[config.mk]
export PLATFORM = sky130hd
export DESIGN_NAME = sr_col_collect
export DESIGN_NICKNAME = d
export VERILOG_FILES = /design/src/rtl/sr_col_collect.sv
export SDC_FILE = /design/constraint.sdc
export NUM_CORES = 1
export LEC_CHECK = 0
export ABC_AREA = 1
export BUFFER_PORTS_ARGS = -buffer_cell sky130_fd_sc_hd__buf_2
export CAP_MARGIN = 5
export CORE_MARGIN = 1
export CORE_UTILIZATION = 62
export CTS_CLUSTER_DIAMETER = 30
export DETAILED_ROUTE_END_ITERATION = 12
export GPL_TIMING_DRIVEN = 0
export PLACE_DENSITY = 0.85
export REMOVE_ABC_BUFFERS = 1
export SYNTH_ARGS = -nofsm -noshare
export SYNTH_HDL_FRONTEND = slang
export SYNTH_SLANG_ARGS = --single-unit
export TNS_END_PERCENT = 30
[constraint.sdc]
create_clock -name clk -period 4.4 [get_ports clk]
set_input_delay 0.66 -clock clk [delete_from_list [all_inputs] [get_ports clk]]
set_output_delay 0.66 -clock clk [all_outputs]
set_load 0.02 [all_outputs]
[src/rtl/sr_col_collect.sv]
// sr_col_collect: column collector with optional inverse-ShiftRows scatter.
//
// Accepts one 32-bit AES state column per handshake, four beats per frame, and
// assembles a 128-bit state. Each row byte lands either at its own position or
// at its InvShiftRows position. The completed state sits in a registered output
// with a valid/ready handshake, and the next frame can be collected while the
// previous one waits.
//
// Ports:
//   clk        rising-edge clock
//   reset      synchronous active-low reset
//   clear      synchronous frame abort (counter and assembly buffer to 0)
//   shift_en   1 = InvShiftRows scatter, sampled on the column-0 beat only
//   in_valid   column beat valid
//   in_ready   collector can accept a beat
//   in_1..in_4 rows 0..3 of the incoming column
//   col_idx    column the next accepted beat writes
//   state_out  assembled state, byte k = [127-8k -: 8] = row k%4, column k/4
//   out_valid  state_out holds a complete, unconsumed state
//   out_ready  consumer takes state_out
module sr_col_collect (
   input  logic         clk,
   input  logic         reset,
   input  logic         clear,
   input  logic         shift_en,
   input  logic         in_valid,
   output logic         in_ready,
   input  logic [7:0]   in_1,
   input  logic [7:0]   in_2,
   input  logic [7:0]   in_3,
   input  logic [7:0]   in_4,
   output logic [1:0]   col_idx,
   output logic [127:0] state_out,
   output logic         out_valid,
   input  logic         out_ready
);

   logic [1:0]   col_q, col_d;
   logic         mode_q, mode_d;
   logic [127:0] asm_q, asm_d;
   logic [127:0] out_q, out_d;
   logic         out_valid_q, out_valid_d;

   logic         accept;
   logic         eff_mode;
   logic [7:0]   row_byte [4];
   logic [3:0]   dest_idx [4];
   logic [127:0] asm_wr;

   // Only the final beat can stall: it needs the output register to be free.
   assign in_ready = !((col_q == 2'd3) && out_valid_q && !out_ready);
   assign accept   = in_valid && in_ready;

   // The column-0 beat uses the live shift_en; later beats use the latched mode.
   assign eff_mode = (col_q == 2'd0) ? shift_en : mode_q;

   always_comb begin
      row_byte[0] = in_1;
      row_byte[1] = in_2;
      row_byte[2] = in_3;
      row_byte[3] = in_4;
   end

   // Destination byte index: column (c + r) mod 4 in scatter mode, c otherwise.
   always_comb begin
      for (int r = 0; r < 4; r++) begin
         if (eff_mode) begin
            dest_idx[r] = {col_q + 2'(r), 2'(r)};
         end else begin
            dest_idx[r] = {col_q, 2'(r)};
         end
      end
   end

   // Assembly buffer with the current beat's bytes merged in.
   always_comb begin
      asm_wr = asm_q;
      for (int k = 0; k < 16; k++) begin
         for (int r = 0; r < 4; r++) begin
            if (dest_idx[r] == 4'(k)) begin
               asm_wr[127-8*k -: 8] = row_byte[r];
            end
         end
      end
   end

   always_comb begin
      col_d       = col_q;
      mode_d      = mode_q;
      asm_d       = asm_q;
      out_d       = out_q;
      out_valid_d = out_valid_q && !out_ready;
      if (clear) begin
         // Abort drops any beat offered this cycle; the output side is left alone.
         col_d = 2'd0;
         asm_d = '0;
      end else if (accept) begin
         if (col_q == 2'd0) begin
            mode_d = shift_en;
         end
         if (col_q == 2'd3) begin
            // A same-cycle load beats the consumer's take.
            out_d       = asm_wr;
            out_valid_d = 1'b1;
            asm_d       = '0;
            col_d       = 2'd0;
         end else begin
            asm_d = asm_wr;
            col_d = col_q + 2'd1;
         end
      end
   end

   always_ff @(posedge clk) begin
      if (!reset) begin
         col_q       <= 2'd0;
         mode_q      <= 1'b0;
         asm_q       <= '0;
         out_q       <= '0;
         out_valid_q <= 1'b0;
      end else begin
         col_q       <= col_d;
         mode_q      <= mode_d;
         asm_q       <= asm_d;
         out_q       <= out_d;
         out_valid_q <= out_valid_d;
      end
   end

   assign col_idx   = col_q;
   assign state_out = out_q;
   assign out_valid = out_valid_q;

endmodule

==> results.sh, run 1 <==
export IMPL_crit_path_start_kind="flip-flop"
export IMPL_synth_area_per_cell_um2=6.47
export IMPL_finalHoldViolCount=0
export IMPL_clock_sinks=260
export IMPL_crit_top_cell="buf_16"
export IMPL_power_density_nw_per_um2=468
export IMPL_grt_max_degree=86
export IMPL_rrSetupSlack_ns=0.52
export IMPL_routed_via_density=5.28
export IMPL_vias=12100
export IMPL_yosysWarnings=0
export IMPL_die_w_um=142
export IMPL_dp_hpwl_mm=17.9
export IMPL_synthMuxAreaShare_pct=0
export IMPL_slew_violations=0
export IMPL_end_kind="flip-flop"
export IMPL_relSlewSlack_pct=45.5
export IMPL_grt_pass1_vias=11200
export IMPL_first_pass_iters=5
export IMPL_grt_total_usage_pct=31.4
export IMPL_netlist_instances=1864
export IMPL_wire_per_inst_um=13.8
export IMPL_antenna_found_initial=1
export IMPL_fin_skew_ns=0.0208
export IMPL_postCtsSetupBuffers=0
export IMPL_dieArea_um2=20000
export IMPL_drv_cap=0
export IMPL_htree_num_levels=2
export IMPL_setup_worst_path_class="reg2reg"
export IMPL_drive_gt1_share_pct=14.1
export IMPL_placement_rows=50
export IMPL_tightest_slew_ns=0.815
export IMPL_synth_xor_area_share_pct=0
export IMPL_ys_ff_latch=260
export IMPL_p_total_w=0.00689
export IMPL_holdBufCountCts=0
export IMPL_synthAdderAreaFrac_pct=0.518
export IMPL_syn_area_um2=12100
export IMPL_fin_hold_ws_ns=0.426
export IMPL_p_leak_nw=6.90
export IMPL_setup_ws_ns=0.520
export IMPL_io_pins=170
export IMPL_fin_crit_sh_pct=88.2
export IMPL_yosysSeqAreaShare_pct=43.1
export IMPL_port_buffers=169
export IMPL_required_ns=4.82
export IMPL_start_util_pct=63.9
export IMPL_cts_buffers=48
export IMPL_cts_buffer_depth=3
export IMPL_cp_arrival_ns=4.30
export IMPL_crit_chain="ha_1 -> nand2_2 -> nand2_4 -> buf_16 -> inv_2 -> nand3_4 -> buf_16 -> inv_6 -> buf_16 -> nand2_1 -> nand2_1 -> inv_1"
export IMPL_totalWireLength_mm=31.5
export IMPL_ir_drop_mv=0.301
export IMPL_crit_fanout=71
export IMPL_fill_cells=1399
export IMPL_antenna_left=0
export IMPL_synth_top_family_by_area="simple AND/OR/NAND/NOR gates"
export IMPL_insertion_delay_ns=0.54
export IMPL_outcome="finished clean"
export IMPL_grt_overflow=0
export IMPL_placed_cell_area_um2=13000
export IMPL_die_h_um=142
export IMPL_yosysUniqueCellTypes=18
export IMPL_drt_iter0_markers=1016
export IMPL_core_area_um2=18900
export IMPL_stdcell_area_um2=14700
export IMPL_synth_compound_area_share_pct=11.9
export IMPL_rsz0062_at_grt="false"
export IMPL_place_congestion=0.772
export IMPL_synth_simple_area_share_pct=29.7
export IMPL_drc=0
export IMPL_clkTransAtPathRegs_ns=0.05
export IMPL_fin_crit_ns=3.88
export IMPL_nNetsFinal=2032
export IMPL_pre_cts_ws_ns=-0.119
export IMPL_hp_class="in2reg"
export IMPL_fmax_mhz=258
export IMPL_grt_pass1_wl_mm=51.8
export IMPL_cpPeakStageDelay_ns=0.47
export IMPL_slowest_stage="dfxtp_2"
export IMPL_area_growth_synth_to_final_pct=22.0
export IMPL_cts_tree="yes"
export IMPL_cts_root_buf="clkbuf_16"
export IMPL_setup_viol=0
[cells in the final DEF, fill, tap and decap left out, drive strengths merged]
cell | synthesis | final
nand2 | 640 | 640
inv | 341 | 341
a21oi | 266 | 266
dfxtp | 260 | 260
nand3 | 209 | 210
buf | 65 | 177
clkbuf | 38 | 64
nor2 | 20 | 20
o21ai | 19 | 19
bufinv | 0 | 9
clkinvlp | 0 | 6
clkinv | 0 | 6
ha | 5 | 5
diode | 0 | 1
a211oi | 1 | 1
[synth_stat cells, drive strengths merged]
cell type / instances / area [µm²]
buf: 65 / 355
clkbuf: 38 / 143
dfxtp: 260 / 5200
ha: 5 / 62.6
nand3: 209 / 1060
a211oi: 1 / 7.51
inv: 341 / 1280
o21ai: 19 / 95.1
nor2: 20 / 80.1
a21oi: 266 / 1330
nand2: 640 / 2450
[sequential cells by signal, indices dropped and copies added (netlist names)]
| register | cells |
|---|---|
| mode_q | 1 |
| out_valid | 1 |
| state_out | 128 |
| asm_q | 128 |
| col_idx | 2 |
[per-layer routing]
metal / vias up / routed length (µm) / GRT usage [%]
met1: 5504 / 12800 / 38.1
li1: 5984 / - / -
met4: 0 / 740 / 14.0
met3: 70 / 2580 / 6.38
met2: 502 / 15500 / 54.0
met5: - / 0 / 0
[kinds of logic after synthesis]
group / count (synthesis)
buf+inv: 444
simple gates: 869
flops: 260
compound gates: 286
fa+ha+maj: 5
[final timing paths]
path            startpoint  cells past startpoint            end
min reg2reg  state_out[56]                      2  state_out[56]
max             col_idx[0]                     12  state_out[13]
max reg2reg     col_idx[0]                     12  state_out[13]
min                  reset                      3      out_valid
[power by group]
part,switching (W),total [W],internal [W]
registers,0.0000217,0.00242,0.00240
clock network,0.00119,0.00391,0.00273
logic,0.000412,0.000561,0.000149
total,0.00162,0.00689,0.00527
[stage by stage]
step	utilization [%]	std cells	setup TNS, ns
CTS	77.9	2284	0
global placement	67.4	2190	-678.33
detailed placement	68.6	2198	-4.22
floorplan	-	1761	-102.78
global route	78.0	2285	0
finish	78.0	2285	0
[timing repair]
item | in CTS | in global routing
resized for setup | 0 | 2
cloned | 1 | 0
endpoints found under the setup margin | 66 | 109
[critical path, delay by kind of cell (launching register included)]
kind | cells | cell delay, ns
fa+ha+maj | 1 | 0.36
flops | 1 | 0.47
buf+inv | 6 | 1.73
simple gates | 5 | 1.13
[final cells by class]
cell class / count / area, µm² / area share, %
diodes: 1 / 2.50 / 0.0170
clock buffers: 64 / 1390 / 9.46
clock inverters: 21 / 353 / 2.40
inverters: 341 / 1290 / 8.76
multi-input cells: 1161 / 5110 / 34.7
flip-flops and latches: 260 / 5210 / 35.3
well taps: 260 / 325 / 2.21
repair buffers: 177 / 1050 / 7.14
Note: power is estimated with default switching activity, not from simulation.
==> run 2, diff against run 1 <==
--- a/config.mk
+++ b/config.mk
@@ -5,15 +5,14 @@
 export SDC_FILE = /design/constraint.sdc
 export NUM_CORES = 1
 export LEC_CHECK = 0
-export ABC_AREA = 1
 export BUFFER_PORTS_ARGS = -buffer_cell sky130_fd_sc_hd__buf_2
 export CAP_MARGIN = 5
 export CORE_MARGIN = 1
-export CORE_UTILIZATION = 62
+export CORE_UTILIZATION = 60
 export CTS_CLUSTER_DIAMETER = 30
 export DETAILED_ROUTE_END_ITERATION = 12
 export GPL_TIMING_DRIVEN = 0
-export PLACE_DENSITY = 0.85
+export PLACE_DENSITY = 0.84
 export REMOVE_ABC_BUFFERS = 1
 export SYNTH_ARGS = -nofsm -noshare
 export SYNTH_HDL_FRONTEND = slang
==> run 2 against run 1 <==
Effect of this change: routed wire length is 17% lower; hold slack worse by 0.0059 ns; critical path type unchanged; setup slack worse by 0.0061 ns; clock power down 15%; synthesized cell count shrank 46%; combinational power fell by 48%.
==> results.sh, run 2 <==
export IMPL_outcome="finished clean"
export IMPL_drc=0
export IMPL_grt_pass1_vias=8190
export IMPL_drive_gt1_share_pct=24.5
export IMPL_dp_hpwl_mm=15.6
export IMPL_drt_iter0_markers=577
export IMPL_synth_top_area_share_pct=50.8
export IMPL_yosysUniqueCellTypes=44
export IMPL_grt_total_usage_pct=29.1
export IMPL_routed_via_density=6.25
export IMPL_end_kind="flip-flop"
export IMPL_yosysSeqAreaShare_pct=50.8
export IMPL_cts_buffer_depth=3
export IMPL_port_buffers=169
export IMPL_start_util_pct=61.5
export IMPL_power_density_nw_per_um2=475
export IMPL_dieArea_um2=17600
export IMPL_synth_top_area_cell="dfxtp_1"
export IMPL_fmax_mhz=257
export IMPL_register_area_um2=5200
export IMPL_final_cell_mix="dfxtp_1 (260), buf_2 (168), nor3_1 (96), o21ai_0 (96), a211oi_1 (93)"
export IMPL_crit_fanout=21
export IMPL_stdcell_area_um2=12600
export IMPL_dominantRegCellSynth="dfxtp_1"
export IMPL_wire_per_inst_um=18.7
export IMPL_synth_area_per_cell_um2=10.1
export IMPL_antenna_found_initial=1
export IMPL_finalHoldViolCount=0
export IMPL_insertion_delay_ns=0.52
export IMPL_fin_crit_sh_pct=88.3
export IMPL_drv_cap=0
export IMPL_place_congestion=0.785
export IMPL_slew_violations=0
export IMPL_nNetsFinal=1186
export IMPL_postCtsSetupBuffers=0
export IMPL_clkTransAtPathRegs_ns=0.05
export IMPL_required_ns=4.80
export IMPL_final_util_pct=75.8
export IMPL_clock_sinks=260
export IMPL_synth_edf_count=0
export IMPL_yosys_cell_count_top_type="dfxtp_1"
export IMPL_crit_chain="inv_1 -> ha_1 -> mux2i_4 -> mux2i_2 -> o21ai_1 -> a32o_1"
export IMPL_die_h_um=133
export IMPL_grt_pass1_wl_mm=42.0
export IMPL_tightest_slew_ns=1.25
export IMPL_fin_crit_ns=3.89
export IMPL_pre_cts_ws_ns=0.312
export IMPL_synth_async_reset_ratio_pct=0
export IMPL_ir_drop_mv=0.327
export IMPL_synth_common_cells="dfxtp_1 (260), nor3_1 (96), o21ai_0 (96), a211oi_1 (93)"
export IMPL_netlist_instances=1009
export IMPL_first_pass_iters=5
export IMPL_io_pins=170
export IMPL_p_leak_nw=5.38
export IMPL_die_w_um=133
export IMPL_vias=8723
export IMPL_hp_class="in2reg"
export IMPL_relSlewSlack_pct=16.9
export IMPL_setup_tns_final_ns=0
export IMPL_cts_buffers=44
export IMPL_area_growth_synth_to_final_pct=23.2
export IMPL_multi_input_area_um2=4630
export IMPL_totalWireLength_mm=26.2
export IMPL_setup_viol=0
export IMPL_ys_ff_latch=260
export IMPL_htree_num_levels=2
export IMPL_cts_tree="yes"
export IMPL_rsz0062_at_grt="false"
export IMPL_slowest_stage="dfxtp_1"
export IMPL_placement_rows=47
export IMPL_antenna_left=0
export IMPL_fill_cells=1173
export IMPL_setup_worst_path_class="reg2reg"
export IMPL_syn_area_um2=10200
export IMPL_setup_ws_ns=0.514
export IMPL_yosysWarnings=0
export IMPL_cp_arrival_ns=4.28
export IMPL_grt_overflow=0
export IMPL_p_total_w=0.00600
export IMPL_cpPeakStageDelay_ns=0.81
export IMPL_n_antenna_cell=0
export IMPL_synthTopCellsByArea="dfxtp_1 (51%), a211oi_1 (6.8%), a32o_1 (5.5%)"
export IMPL_mostFrequentLayoutCell="dfxtp_1"
export IMPL_cts_root_buf="clkbuf_16"
export IMPL_fin_skew_ns=0.0104
export IMPL_placed_cell_area_um2=11100
export IMPL_core_area_um2=16600
export IMPL_crit_path_start_kind="flip-flop"
export IMPL_grt_max_degree=70
[run 2: cell types whose count changed in the layout (fill, tap and decap cells not counted), sizes merged, moves of 11 or more]
cell / change
and2: +11
mux2i: +46
o2bb2ai: +40
inv: -337
nor3: +96
o211a: +32
o21ai: +85
a21oi: -262
a32o: +56
nor2: +36
nand3: -209
a22oi: +22
a211oi: +95
nand2: -588
[run 2: stage by stage]
| stage | hold slack [ns] | std cells |
|---|---|---|
| after CTS | 0.411 | 1393 |
| after global placement | 0.441 | 1308 |
| after global routing | 0.418 | 1395 |
| final | 0.420 | 1395 |
| after detailed placement | 0.443 | 1315 |
| after floorplan | 0.429 | 919 |
[run 2: critical path, delay by kind of cell (launching register included)]
kind                       cells  cell delay, ns
AOI/OAI and AO/OA              2            0.84
adders and majority gates      1            0.53
buffers and inverters          1            0.18
DFF                            1            0.81
muxes                          2            1.41
[run 2: layout make-up]
type | instances | area share (%)
inverter | 2 | 0.0595
clock inverter | 22 | 1.66
timing repair buffer | 178 | 8.15
tap | 220 | 2.18
clock buffer | 56 | 9.97
sequential | 260 | 41.3
multi-input combinational | 657 | 36.7
[run 2: path summary, 6_finish.rpt]
kind / startpoint / end / slack (ns) / cells after the start
setup reg to reg: col_idx[0] / asm_q[17] / 0.51 / 6
hold / removal: in_2[0] / asm_q[16] / 0.42 / 2
setup / recovery: col_idx[0] / asm_q[17] / 0.51 / 6
hold reg to reg: asm_q[28] / asm_q[28] / 0.46 / 1
[run 2: cell families (layout without fill, tap and decap cells)]
logic type                 after synthesis  in the layout  synth area share, %
buffers and inverters                   92            258                 4.29
xor gates and xnor gates                 2              2                0.171
AOI/OAI and AO/OA                      369            369                 27.7
adders and majority gates                5              5                0.611
DFF                                    260            260                 50.8
muxes                                   47             47                 5.82
and+or+nand+nor                        234            234                 10.6
[run 2: routing by layer]
layer / global-route usage, % / vias to the layer above / wire length (µm)
met3: 5.82 / 47 / 1730
met2: 48.4 / 333 / 12700
met5: 0 / - / 13
met4: 8.62 / 2 / 441
li1: - / 4122 / -
met1: 38.3 / 4219 / 11300
[run 2: what timing repair did]
action,CTS,global route
endpoints found under the setup margin,0,1
hold buffers,0,0
gates resized for setup,0,1
[run 2: power by group]
part           switching [W]  leakage [nW]  internal [W]
sequential         0.0000137          2.10       0.00238
combinational       0.000208          2.56     0.0000842
clock                0.00113         0.721       0.00219
==> run 3, diff against run 2 <==
--- a/config.mk
+++ b/config.mk
@@ -13,6 +13,7 @@
 export DETAILED_ROUTE_END_ITERATION = 12
 export GPL_TIMING_DRIVEN = 0
 export PLACE_DENSITY = 0.84
+export RECOVER_POWER = 50
 export REMOVE_ABC_BUFFERS = 1
 export SYNTH_ARGS = -nofsm -noshare
 export SYNTH_HDL_FRONTEND = slang
==> run 3 against run 2 <==
Effect of this change: cell count did not move; setup slack got worse by 0.028 ns; routed wire length rose by 0.37%; sequential power barely moved; first-iteration DRC count rose by 7.3%; critical endpoint unchanged; clock power barely moved; flip-flop and latch count did not move; core utilization fell by 1.1 points; combinational power barely moved; largest power group unchanged; design area fell by 1.4%; fmax fell by 0.72%.
==> results.sh, run 3 (synthesized netlist as in run 2, its figures left out) <==
export IMPL_outcome="finished clean"
export IMPL_place_congestion=0.785
export IMPL_antenna_found_initial=1
export IMPL_final_util_pct=74.8
export IMPL_rr_worst_depth=6
export IMPL_wire_per_inst_um=18.8
export IMPL_routed_via_density=6.25
export IMPL_register_area_um2=5200
export IMPL_grt_max_degree=70
export IMPL_totalWireLength_mm=26.3
export IMPL_slew_violations=0
export IMPL_fill_cells=1235
export IMPL_dp_hpwl_mm=15.6
export IMPL_nNetsFinal=1186
export IMPL_p_total_w=0.00600
export IMPL_cp_arrival_ns=4.31
export IMPL_relSlewSlack_pct=11.5
export IMPL_core_area_um2=16600
export IMPL_final_cell_mix="dfxtp_1 (260), clkbuf_1 (133), nor3_1 (96), o21ai_0 (96), a211oi_1 (93)"
export IMPL_timing_rr_end="asm_q[17]"
export IMPL_fin_hold_ws_ns=0.421
export IMPL_clock_sinks=260
export IMPL_setup_tns_final_ns=0
export IMPL_tightest_slew_ns=1.32
export IMPL_fin_skew_ns=0.0113
export IMPL_port_buffers=169
export IMPL_fin_crit_ns=3.91
export IMPL_antenna_left=0
export IMPL_cts_root_buf="clkbuf_16"
export IMPL_insertion_delay_ns=0.52
export IMPL_first_pass_iters=5
export IMPL_p_leak_nw=4.78
export IMPL_min_to="asm_q[16]"
export IMPL_placement_rows=47
export IMPL_clkTransAtPathRegs_ns=0.05
export IMPL_mostFrequentLayoutCell="dfxtp_1"
export IMPL_cts_tree="yes"
export IMPL_area_growth_synth_to_final_pct=21.5
export IMPL_start_util_pct=61.5
export IMPL_grt_pass1_wl_mm=42.0
export IMPL_setup_worst_path_class="reg2reg"
export IMPL_crit_path_start_kind="flip-flop"
export IMPL_holdBufCountCts=0
export IMPL_hp_class="in2reg"
export IMPL_htree_num_levels=2
export IMPL_rrSetupSlack_ns=0.49
export IMPL_whs_path_depth=2
export IMPL_power_density_nw_per_um2=482
export IMPL_setup_viol=0
export IMPL_drv_cap=0
export IMPL_placed_cells=1315
export IMPL_ir_drop_mv=0.325
export IMPL_drt_iter0_markers=619
export IMPL_r2r_start="col_idx[0]"
export IMPL_slowest_stage="dfxtp_1"
export IMPL_cpPeakStageDelay_ns=0.82
export IMPL_grt_pass1_vias=8190
export IMPL_io_pins=170
export IMPL_cts_buffer_depth=3
export IMPL_crit_chain="inv_1 -> ha_1 -> mux2i_4 -> mux2i_2 -> o21ai_1 -> a32o_1"
export IMPL_fin_cells=1395
export IMPL_postCtsSetupBuffers=0
export IMPL_n_antenna_cell=0
export IMPL_drive_gt1_share_pct=13.3
export IMPL_dieArea_um2=17600
export IMPL_die_h_um=133
export IMPL_die_w_um=133
export IMPL_hold_start="in_2[0]"
export IMPL_finalHoldViolCount=0
export IMPL_grt_overflow=0
export IMPL_required_ns=4.80
export IMPL_rsz0062_at_grt="false"
export IMPL_fmax_mhz=255
export IMPL_end_kind="flip-flop"
export IMPL_crit_fanout=21
export IMPL_vias=8712
export IMPL_drc=0
export IMPL_grt_total_usage_pct=29.1
export IMPL_fin_crit_sh_pct=89.0
export IMPL_cts_buffers=44
export IMPL_multi_input_area_um2=4620
[run 3: power by group]
part           internal (W)  switching, W  leakage [nW]  total, W
sequential          0.00238     0.0000138          2.10   0.00239
combinational     0.0000835      0.000208          1.96  0.000292
clock               0.00219       0.00113         0.721   0.00332
total               0.00465       0.00135          4.78   0.00600
[run 3: worst max-delay path by stage]
stage	end	slack (ns)	from	depth (start not counted)
final	asm_q[17]	0.49	col_idx[0]	6
after global routing	state_out[5]	0.26	col_idx[0]	7
after CTS	state_out[72]	0.24	col_idx[0]	6
after detailed placement	asm_q[17]	0.31	col_idx[0]	6
after global placement	state_out[123]	-5.37	col_idx[0]	5
after floorplan	state_out[36]	-2.20	col_idx[0]	5
[run 3: worst max-delay path: cells and delay by family (launching register included)]
family	cells	cell delay, ns
flip-flops	1	0.82
multiplexers	2	1.41
adder cells (fa/ha/maj)	1	0.53
AO/OA/AOI/OAI	2	0.85
buffers and inverters	1	0.18
[run 3: repair_timing]
action,CTS,global route
setup endpoints to repair,0,1
hold endpoints to repair,0,0
gates resized for setup,0,1
[run 3: area by class of cell]
type                            count  area share, %
Clock buffer                       56           10.1
Clock inverter                     22           1.68
Inverter                            2         0.0603
Multi-Input combinational cell    657           37.2
Sequential cell                   260           41.8
Tap cell                          220           2.21
Timing Repair Buffer              178           6.93
[run 3: metal layers]
| layer | track usage (%) | routed length [µm] | up-vias |
|---|---|---|---|
| met4 | 8.62 | 421 | 2 |
| met2 | 48.4 | 12800 | 337 |
| met1 | 38.3 | 11300 | 4208 |
| met5 | 0 | 13 | - |
| li1 | - | - | 4123 |
| met3 | 5.82 | 1720 | 42 |
[run 3: stage by stage]
stage / instance area [µm²] / worst slack, ns
floorplan: 9810 / -2.20
global placement: 10900 / -5.37
detailed placement: 11100 / 0.312
CTS: 12600 / 0.241
global route: 12400 / 0.259
finish: 12400 / 0.486
